### src/rtl/pipe_rca_adder_pkg.sv
// Shared definitions for the pipelined ripple-carry adder.
// Optional feature macro: ADDER_SUB_EN (adds the subtract request).
package adder_pkg;

   // Per-stage control state: occupancy and the carry out of the stage's chunk
   typedef struct packed {
      logic valid;
      logic carry;
   } stage_ctl_t;

   // A legal configuration splits WIDTH into 1..WIDTH equal chunks
   function automatic bit cfg_ok(input int unsigned width, input int unsigned stages);
      return (stages >= 32'd1) && (stages <= width) && ((width % stages) == 32'd0);
   endfunction

   // Bits resolved per pipeline stage
   function automatic int unsigned chunk_width(input int unsigned width, input int unsigned stages);
      return (stages == 32'd0) ? width : (width / stages);
   endfunction

endpackage

### src/rtl/pipe_rca_adder_if.sv
// Operand/result handshake bundle for pipe_rca_adder.
// Optional feature macro: ADDER_SUB_EN (adds the sub signal).
interface pipe_rca_adder_if
   import adder_pkg::*;
#(
   parameter int unsigned WIDTH = 64
);
   logic             in_valid;
   logic             in_ready;
   logic [WIDTH-1:0] a;
   logic [WIDTH-1:0] b;
   logic             cin;
`ifdef ADDER_SUB_EN
   logic             sub;
`endif
   logic             out_valid;
   logic             out_ready;
   logic [WIDTH-1:0] sum;
   logic             cout;
   logic             ovf;

`ifdef ADDER_SUB_EN
   modport master (output in_valid, a, b, cin, sub, out_ready,
                   input  in_ready, out_valid, sum, cout, ovf);
   modport slave  (input  in_valid, a, b, cin, sub, out_ready,
                   output in_ready, out_valid, sum, cout, ovf);
`else
   modport master (output in_valid, a, b, cin, out_ready,
                   input  in_ready, out_valid, sum, cout, ovf);
   modport slave  (input  in_valid, a, b, cin, out_ready,
                   output in_ready, out_valid, sum, cout, ovf);
`endif
endinterface

### src/rtl/pipe_rca_adder_rca_chunk.sv
// Combinational CW-bit ripple-carry chunk built from per-bit full adders.
// Also exposes the carry into its MSB so the last chunk can derive overflow.
module rca_chunk
   import adder_pkg::*;
#(
   parameter int unsigned CW = 16
) (
   input  logic [CW-1:0] i_a,
   input  logic [CW-1:0] i_b,
   input  logic          i_cin,
   output logic [CW-1:0] o_sum,
   output logic          o_cout,
   output logic          o_cmsb
);
   logic [CW:0] w_c;

   // Ripple the carry through one full adder per bit
   always_comb begin
      w_c      = '0;
      o_sum    = '0;
      w_c[0]   = i_cin;
      for (int i = 0; i < int'(CW); i++) begin
         o_sum[i]  = i_a[i] ^ i_b[i] ^ w_c[i];
         w_c[i+1]  = (i_a[i] & i_b[i]) | (w_c[i] & (i_a[i] ^ i_b[i]));
      end
   end

   assign o_cout = w_c[CW];
   assign o_cmsb = w_c[CW-1];

endmodule

### src/rtl/pipe_rca_adder.sv
// Pipelined ripple-carry adder: WIDTH bits resolved CW = WIDTH/STAGES bits per
// stage, carry registered between stages, operands skewed through the pipe.
// Optional feature macro: ADDER_SUB_EN (a - b when bus.sub is set).
module pipe_rca_adder
   import adder_pkg::*;
#(
   parameter int unsigned WIDTH  = 64,
   parameter int unsigned STAGES = 4
) (
   input logic             clk,
   input logic             rst_n,
   pipe_rca_adder_if.slave bus
);
   localparam int unsigned CW = chunk_width(WIDTH, STAGES);

   if (!cfg_ok(WIDTH, STAGES)) begin : g_bad_cfg
      $error("pipe_rca_adder: WIDTH must be a multiple of STAGES and STAGES in 1..WIDTH");
   end

   logic [WIDTH-1:0]  w_b_eff;
   logic              w_cin_eff;
   logic [STAGES-1:0] w_valid;
   logic [STAGES-1:0] w_adv;
   logic              w_in_ready;
   logic              w_accept;

`ifdef ADDER_SUB_EN
   // Subtraction feeds ~b with a forced carry-in; cin is ignored in that mode
   always_comb begin
      if (bus.sub) begin
         w_b_eff   = ~bus.b;
         w_cin_eff = 1'b1;
      end else begin
         w_b_eff   = bus.b;
         w_cin_eff = bus.cin;
      end
   end
`else
   // Add-only build: operands pass straight into stage 0
   always_comb begin
      w_b_eff   = bus.b;
      w_cin_eff = bus.cin;
   end
`endif

   // Advance chain from the output back to stage 0 so bubbles collapse
   always_comb begin
      w_adv = '0;
      w_adv[STAGES-1] = bus.out_ready | ~w_valid[STAGES-1];
      for (int k = int'(STAGES) - 2; k >= 0; k--) begin
         w_adv[k] = ~w_valid[k+1] | w_adv[k+1];
      end
   end

   assign w_in_ready   = ~w_valid[0] | w_adv[0];
   assign w_accept     = bus.in_valid & w_in_ready;
   assign bus.in_ready = w_in_ready;

   for (genvar k = 0; k < int'(STAGES); k++) begin : g_stage
      // Operand bits still unconsumed on entry to this stage (chunk k upward)
      localparam int unsigned REM = WIDTH - k * CW;

      stage_ctl_t              r_ctl;
      logic [(k+1)*CW-1:0]     r_sum;
      logic [REM-1:0]          w_a_src;
      logic [REM-1:0]          w_b_src;
      logic                    w_ci;
      logic                    w_load;
      logic [CW-1:0]           w_cs;
      logic                    w_co;
      logic                    w_cm;
      logic [(k+1)*CW-1:0]     w_sum_nxt;

      if (k == 0) begin : g_first
         assign w_a_src   = bus.a;
         assign w_b_src   = w_b_eff;
         assign w_ci      = w_cin_eff;
         assign w_load    = w_accept;
         assign w_sum_nxt = w_cs;
      end else begin : g_next
         assign w_a_src   = g_stage[k-1].g_ops.r_a_rem;
         assign w_b_src   = g_stage[k-1].g_ops.r_b_rem;
         assign w_ci      = g_stage[k-1].r_ctl.carry;
         assign w_load    = g_stage[k-1].r_ctl.valid;
         assign w_sum_nxt = {w_cs, g_stage[k-1].r_sum};
      end

      rca_chunk #(.CW(CW)) u_chunk (
         .i_a    (w_a_src[CW-1:0]),
         .i_b    (w_b_src[CW-1:0]),
         .i_cin  (w_ci),
         .o_sum  (w_cs),
         .o_cout (w_co),
         .o_cmsb (w_cm)
      );

      assign w_valid[k] = r_ctl.valid;

      // Stage control and accumulated sum: load on advance, hold while stalled
      always_ff @(posedge clk or negedge rst_n) begin
         if (!rst_n) begin
            r_ctl <= '0;
            r_sum <= '0;
         end else if (w_adv[k]) begin
            r_ctl.valid <= w_load;
            r_ctl.carry <= w_co;
            r_sum       <= w_sum_nxt;
         end
      end

      if (k < int'(STAGES) - 1) begin : g_ops
         logic [REM-CW-1:0] r_a_rem;
         logic [REM-CW-1:0] r_b_rem;

         // Skew the unconsumed operand chunks forward with their partial sum
         always_ff @(posedge clk or negedge rst_n) begin
            if (!rst_n) begin
               r_a_rem <= '0;
               r_b_rem <= '0;
            end else if (w_adv[k]) begin
               r_a_rem <= w_a_src[REM-1:CW];
               r_b_rem <= w_b_src[REM-1:CW];
            end
         end
      end

      if (k == int'(STAGES) - 1) begin : g_last
         logic r_cmsb;

         // Record the carry into bit WIDTH-1 for the overflow flag
         always_ff @(posedge clk or negedge rst_n) begin
            if (!rst_n) begin
               r_cmsb <= 1'b0;
            end else if (w_adv[k]) begin
               r_cmsb <= w_cm;
            end
         end

         assign bus.out_valid = r_ctl.valid;
         assign bus.sum       = r_sum;
         assign bus.cout      = r_ctl.carry;
         assign bus.ovf       = r_cmsb ^ r_ctl.carry;
      end else begin : g_mid
         logic w_unused_cmsb;
         assign w_unused_cmsb = w_cm;
      end
   end

endmodule

### src/flat_wrapper.sv
// flat-port wrapper written by rule: the top's interface ports become plain ports
module pipe_rca_adder_flat import adder_pkg::*;
#(
   parameter int unsigned WIDTH  = 64,
   parameter int unsigned STAGES = 4
)
  (clk, rst_n, bus_in_valid, bus_a, bus_b, bus_cin, bus_out_ready, bus_in_ready, bus_out_valid, bus_sum, bus_cout, bus_ovf);
  pipe_rca_adder_if #(.WIDTH(WIDTH)) bus_i ();
  input logic clk;
  input logic rst_n;
  input wire logic [$bits(bus_i.in_valid)-1:0] bus_in_valid;
  input wire logic [$bits(bus_i.a)-1:0] bus_a;
  input wire logic [$bits(bus_i.b)-1:0] bus_b;
  input wire logic [$bits(bus_i.cin)-1:0] bus_cin;
  input wire logic [$bits(bus_i.out_ready)-1:0] bus_out_ready;
  output wire logic [$bits(bus_i.in_ready)-1:0] bus_in_ready;
  output wire logic [$bits(bus_i.out_valid)-1:0] bus_out_valid;
  output wire logic [$bits(bus_i.sum)-1:0] bus_sum;
  output wire logic [$bits(bus_i.cout)-1:0] bus_cout;
  output wire logic [$bits(bus_i.ovf)-1:0] bus_ovf;
  assign bus_i.in_valid = bus_in_valid;
  assign bus_i.a = bus_a;
  assign bus_i.b = bus_b;
  assign bus_i.cin = bus_cin;
  assign bus_i.out_ready = bus_out_ready;
  assign bus_in_ready = bus_i.in_ready;
  assign bus_out_valid = bus_i.out_valid;
  assign bus_sum = bus_i.sum;
  assign bus_cout = bus_i.cout;
  assign bus_ovf = bus_i.ovf;
  pipe_rca_adder #(.WIDTH(WIDTH), .STAGES(STAGES)) u_core (.clk(clk), .rst_n(rst_n), .bus(bus_i));
endmodule
### config.mk
export PLATFORM = sky130hd
export DESIGN_NAME = pipe_rca_adder_flat
export DESIGN_NICKNAME = d
export VERILOG_FILES = /design/src/rtl/pipe_rca_adder_pkg.sv /design/src/rtl/pipe_rca_adder_if.sv /design/src/rtl/pipe_rca_adder_rca_chunk.sv /design/src/rtl/pipe_rca_adder.sv /design/src/flat_wrapper.sv
export SDC_FILE = /design/constraint.sdc
export NUM_CORES = 1
export LEC_CHECK = 0
export BUFFER_PORTS_ARGS = -buffer_cell sky130_fd_sc_hd__buf_2
export CORE_UTILIZATION = 62
export DETAILED_ROUTE_END_ITERATION = 10
export PLACE_DENSITY = 0.85
export SYNTH_ARGS = -nofsm -noshare
export SYNTH_HDL_FRONTEND = slang
export SYNTH_HIERARCHICAL = 1
export SYNTH_SLANG_ARGS = --single-unit
### constraint.sdc
create_clock -name clk -period 13.4 [get_ports clk]
set_clock_uncertainty 0.15 [all_clocks]
set_input_delay 2.01 -clock clk [delete_from_list [all_inputs] [get_ports clk]]
set_output_delay 2.01 -clock clk [all_outputs]
set_load 0.02 [all_outputs]
# Word-level counts from Yosys, hierarchy flattened
# Index checks and enable logic that the tools add are counted.
[classes]
addsub = 0
mul = 0
div_mod_pow = 0
n_lt_le_gt_ge = 0
n_eq_ne = 0
shift = 0
n_mux = 0
bitwise_logic = 331
reduce_logical = 0
[op_table]
columns = ["op", "n"]
rows = [
  ["$and A1 B1 Y1", 129],
  ["$xor A1 B1 Y1", 129],
  ["$or A1 B1 Y1", 69],
  ["$not A1 Y1", 4],
]
[word_totals]
ff_bits = 361
latchBits = 0
mem_bits_rw = 0
mem_bits_ro = 0
in_bits = 133
out_inout_bits = 68
memories = 0

# Depth between registers and ports, before layout
[logic_depth]
depth_word = 33
ltp_mapped = 21
mapped_depth_nobuf = 21

# Hierarchy
# The synthesis kept the hierarchy.
[by_module_without_submodules]
columns = ["module", "n_inst", "cells_each", "area_each_um2", "seq_area_each_um2"]
rows = [
  ["pipe_rca_adder", 1, 768, 13629.3, 9033.7],
  ["rca_chunk", 4, 26, 357.8, 0.0],
]

# Worst setup path before layout
# Ideal clock, no wire load.
[synth_path]
path_kind = "input port to flip-flop"
startpoint = "input port bus_a[0]"
endpoint = "register u_core.g_stage[0].r_sum[15]"
setup_ns = 0.125
arrival_ns = 8.105
slack_ns = 5.021
stages = 21
path_buffers = 0
cell_sequence = "fa_1 inv_1 fa_1 inv_1 fa_1 fa_1 fa_1 fa_1 fa_1 fa_1 fa_1 fa_1 fa_1 fa_1 fa_1 fa_1 inv_1 fa_1 inv_1 fa_1 mux2_2"
[synth_via]
elab_chain_cells = 32
[synth_rtl]
columns = ["item", "line_no", "rtl"]
rows = [
  ["start: declaration", "flat_wrapper.sv:12", "input wire logic [$bits(bus_i.a)-1:0] bus_a;"],
  ["$xor A1 B1 Y1", "pipe_rca_adder_rca_chunk.sv:24", "w_c[i+1] = (i_a[i] & i_b[i]) | (w_c[i] & (i_a[i] ^ i_b[i]));"],
  ["$and A1 B1 Y1", "pipe_rca_adder_rca_chunk.sv:24", ""],
  ["$or A1 B1 Y1 *", "pipe_rca_adder_rca_chunk.sv:24", ""],
  ["$and A1 B1 Y1 *", "pipe_rca_adder_rca_chunk.sv:24", ""],
  ["$or A1 B1 Y1 *", "pipe_rca_adder_rca_chunk.sv:24", ""],
  ["$and A1 B1 Y1 *", "pipe_rca_adder_rca_chunk.sv:24", ""],
  ["$or A1 B1 Y1 *", "pipe_rca_adder_rca_chunk.sv:24", ""],
  ["$and A1 B1 Y1 *", "pipe_rca_adder_rca_chunk.sv:24", ""],
  ["[18 not listed]", "--", ""],
  ["$or A1 B1 Y1 *", "pipe_rca_adder_rca_chunk.sv:24", ""],
  ["$and A1 B1 Y1 *", "pipe_rca_adder_rca_chunk.sv:24", ""],
  ["$or A1 B1 Y1 *", "pipe_rca_adder_rca_chunk.sv:24", ""],
  ["$and A1 B1 Y1 *", "pipe_rca_adder_rca_chunk.sv:24", ""],
  ["$or A1 B1 Y1 *", "pipe_rca_adder_rca_chunk.sv:24", ""],
  ["via u_core.g_stage[0].g_mid.w_unused_cmsb", "pipe_rca_adder.sv:144", "logic w_unused_cmsb;"],
  ["$xor A1 B1 Y1 *", "pipe_rca_adder_rca_chunk.sv:23", "o_sum[i] = i_a[i] ^ i_b[i] ^ w_c[i];"],
  ["via u_core.g_stage[0].w_cs[15]", "pipe_rca_adder.sv:69", "logic [CW-1:0] w_cs;"],
  ["end signal: assignment", "pipe_rca_adder.sv:107", "r_sum <= w_sum_nxt;"],
  ["end: declaration", "pipe_rca_adder.sv:64", "logic [(k+1)*CW-1:0] r_sum;"],
]
# Mark *: on every way through the listed nets, which the timed path passes. The rest lies on a longest branch.
# A chain may end at the register's enable or synchronous reset.

# Worst setup path after layout
# Same ends and word-level chain as after synthesis.

==> reports/results.env <==
MAXSLEWHEADROOM_PCT=29.40
FINAL_COMMON_CELL='sky130_fd_sc_hd__dfrtp_1'
ROUTE.VIAS.TOTAL=7540
BUFFER_PORTS.INSERTED=200
TIMING.RR.START='u_core/g_stage[2].g_ops.r_a_rem[0]$_DFFE_PN0P_'
MAX-VDD-IR-DROP_mV=0.1351
DIE_HEIGHT_UM=157.9
CLOCK_LATENCY_LATE_SINK_NS=0.51
TIMING.CRITICAL_PATH.CELLS='buf_2 -> fa_1 -> inv_1 -> fa_1 -> inv_1 -> fa_1 -> fa_1 -> fa_1 -> fa_1 -> fa_1 -> fa_1 -> fa_1 -> fa_1 -> fa_1 -> fa_1 -> fa_1 -> fa_1 -> inv_1 -> fa_1 -> inv_1 -> fa_1 -> mux2_2'
HPWL_AFTER_DETAILED_PLACEMENT_UM=16200
IO_PINS=201
SYN_INST=872
DRT_PRE_ANTENNA_ITERS=4
CRITICAL_PATH.TOP_DELAY_FAMILY='adder cells'
CTS.REPAIR.RESIZED=0
CTS_POST_SETUP_BUFFERS_INSERTED=0
PATH_CATEGORY_OF_THE_WORST_MIN_DELAY_CHECK='reg2reg'
ANTENNA_VIOLATING_NETS_POST_ROUTE=0
DIE_X_UM=157.9
NETLIST-CELL-TYPE-COUNT=17
SLEW_VIOLATIONS=0
CP_COMMON_CELL='sky130_fd_sc_hd__fa_1'
REG2REGPATHDEPTH=21
FP-ROW-COUNT=56
WORSTSETUPPATHTYPE='in2reg'
GRT_OVERFLOW=0
CRITICAL_PATH.SLOWEST_CELL='sky130_fd_sc_hd__fa_1'
RATIO_OF_TOTAL_POWER_TO_CELL_AREA_mW_PER_MM2=218.1
CRITPATHMAXFANOUT=1
SYNTH_WARNINGS=6
GP_CONGESTION=0.7357
FINAL-HOLD-VIOLATION-COUNT=0
CLOCK_SINKS=361
AREA_GROWTH_SYN_TO_LAYOUT_PCT=16.38
ROUTE.DETAILED.VIAS_PER_INST=5.276
YOSYSSEQAREASHARE_PCT=59.98
TOTALWIRELENGTH_UM=25240
START_KIND='input port'
CTS_ROOT_BUF='sky130_fd_sc_hd__clkbuf_16'
FIN_TNS_SETUP_NS=0
HOLD_DEPTH=1
CRITPATHBUFINV=5
FIN_NETS=1276
HOLD-PATH-ENDPOINT='u_core/g_stage[2].r_sum[24]$_DFFE_PN0P_'
CTS-BUFFERS-INSERTED=37
CTS_TREE='done'
REGTOREGENDPOINT='u_core/bus.sum[63]$_DFFE_PN0P_'
POST-ROUTE-PERIOD-UTIL_PCT=61.53
DETAILEDROUTE.FIRSTITERATIONVIOLATIONS=347
CTSHTREEMAXLEVEL=2
R2R_SLACK_NS=6.21
POSTCTSHOLDBUFS=0
LAYOUT.CELLS.MOST_COMMON_LIST='sky130_fd_sc_hd__dfrtp_1, sky130_fd_sc_hd__mux2_2, sky130_fd_sc_hd__buf_2, sky130_fd_sc_hd__mux2_1, sky130_fd_sc_hd__fa_1'
POST_SYNTH_INSTANCE_AREA_MM2=0.01506
DRIVE_GT1_SHARE_PCT=47.06
CPPEAKSTAGEDELAY_NS=0.42
YS_SEQ_ELEMENTS=361
FINALPOWER_mW=3.823
GRT_START_MAX_NET_PINS=188
SETUP_VIOL=0
HP-START='u_core/g_stage[1].r_sum[24]$_DFFE_PN0P_'
OUTCOME='complete, no violations'
GLOBAL_ROUTE_WIRE_LENGTH_BEFORE_REPAIR_UM=41150
POST_SYNTH.CELL_AREA_AVG_UM2=17.27
DESIGN.CORE.AREA_MM2=0.02361
FIN_CRIT_NS=8.245
GRT_UTIL_ALL_LAYERS_PCT=21.40
POWER_LEAKAGE_nW=8.110
WORST_SLEW_PIN_SLEW_NS=1.059
FIRST_GLOBAL_VIAS=8188
MAX_CAP_VIOL_COUNT=0
FP.DIEAREA_MM2=0.02492
UNREPAIRED_SETUP_ENDPOINTS_AFTER_GLOBAL_ROUTING='false'
MEAN_ROUTED_WIRELENGTH_PER_CELL_UM=17.66
REQUIRED_TIME_REPORTED_FOR_THE_CRITICAL_PATH_ENDPOINT_NS=13.65
REMAINING_DRC_ERRORS=0
END_KIND='flop'
CLK_PIN_SLEW_WORST_PATHS_NS=0.06
SYNTH.NET_COUNT=1069
FLOORPLAN.INITIALDENSITY_PCT=63.78
ANTENNA_FOUND_INITIAL=3
CP.ARRIVAL_NS=8.50
MAX_FREQ_MHz=121.3
WORSTSETUPSTARTPOINT='bus_a[0]'
MAX-CLOCK-PATH-BUFFERS=3
## synth_stat cells
master | instances | area [um2]
sky130_fd_sc_hd__o21ai_0 | 1 | 5.000
sky130_fd_sc_hd__mux2_4 | 49 | 735.7
sky130_fd_sc_hd__mux2_2 | 204 | 2297
sky130_fd_sc_hd__nand3b_1 | 1 | 7.510
sky130_fd_sc_hd__dfrtp_1 | 361 | 9034
sky130_fd_sc_hd__fa_1 | 64 | 1281
sky130_fd_sc_hd__nand4_1 | 1 | 6.260
sky130_fd_sc_hd__or2_1 | 1 | 6.260
sky130_fd_sc_hd__a21bo_2 | 1 | 10.01
sky130_fd_sc_hd__inv_1 | 41 | 153.9
sky130_fd_sc_hd__buf_6 | 17 | 191.4
sky130_fd_sc_hd__buf_4 | 2 | 15.01
sky130_fd_sc_hd__buf_2 | 21 | 105.1
sky130_fd_sc_hd__nor2b_1 | 1 | 6.260
sky130_fd_sc_hd__xor2_1 | 1 | 8.760
sky130_fd_sc_hd__nand4b_2 | 1 | 15.01
sky130_fd_sc_hd__mux2_1 | 105 | 1182
## kinds of logic after synthesis
kind of cell | share of synthesized area, %
adder cells (fa/ha/maj) | 8.507
XOR/XNOR | 0.05816
buffers and inverters | 3.090
AND/OR/NAND/NOR | 0.2742
multiplexers | 27.99
flip-flops | 59.98
AO/OA/AOI/OAI | 0.09966
## routing by layer
layer | track usage, % | vias to the layer above | part of all wire [%]
li1 | - | 3404 | -
met1 | 28.05 | 3939 | 43
met2 | 35.98 | 151 | 51
met3 | 4.243 | 46 | 4.2
met4 | 7.074 | 0 | 2.5
met5 | 0 | - | 0
## stage by stage
| stage | setup WS, ns | util, % | instances | instance area, um2 | hold slack [ns] |
|---|---|---|---|---|---|
| after floorplan | 5.021 | - | 872 | 15060 | 0.3003 |
| after global placement | 4.762 | 68.81 | 1359 | 16250 | 0.3097 |
| after detailed placement | 4.583 | 68.81 | 1359 | 16250 | 0.3176 |
| after CTS | 5.133 | 74.20 | 1426 | 17520 | 0.3308 |
| after global routing | 4.950 | 74.22 | 1428 | 17530 | 0.3428 |
| final | 5.155 | 74.23 | 1429 | 17530 | 0.3259 |
## sequential cells by signal, summed over array words and instances, names as in the netlist
name and flops:
u_core/bus.sum 64, u_core/g_stage.w_load 3, u_core/g_stage.w_ci 3, u_core/bus.cout 1
u_core/g_stage.g_ops.r_a_rem 96, u_core/bus.out_valid 1, u_core/g_stage.r_sum 96, u_core/g_stage.g_ops.r_b_rem 96
u_core/g_stage.g_last.r_cmsb 1
## layout make-up
type,instances,area (um2)
diodes,3,7.507
well taps,319,399.1
flip-flops and latches,361,9034
fillers,1492,6085
repair buffers,208,1084
multi-input cells,430,5578
clock inverters,8,121.4
clock buffers,59,1151
inverters,41,153.9
## report_power, final
part | switching [mW] | leakage, nW | internal [mW]
combinational | 0.535 | 3.28 | 0.557
clock | 0.403 | 0.623 | 0.647
sequential | 0.213 | 4.21 | 1.47
## worst max path at each step
| stage | end | cells after the start | slack [ns] |
|---|---|---|---|
| floorplan | u_core/g_stage[0].r_sum[15]$_DFFE_PN0P_ | 21 | 5.02 |
| global placement | u_core/g_stage[0].r_sum[15]$_DFFE_PN0P_ | 22 | 4.76 |
| detailed placement | u_core/g_stage[0].r_sum[15]$_DFFE_PN0P_ | 22 | 4.58 |
| CTS | u_core/g_stage[0].r_sum[15]$_DFFE_PN0P_ | 22 | 5.13 |
| global route | u_core/g_stage[0].r_sum[15]$_DFFE_PN0P_ | 22 | 4.95 |
| finish | u_core/g_stage[0].r_sum[15]$_DFFE_PN0P_ | 22 | 5.16 |
No activity file was read; power rests on OpenSTA's default activity.
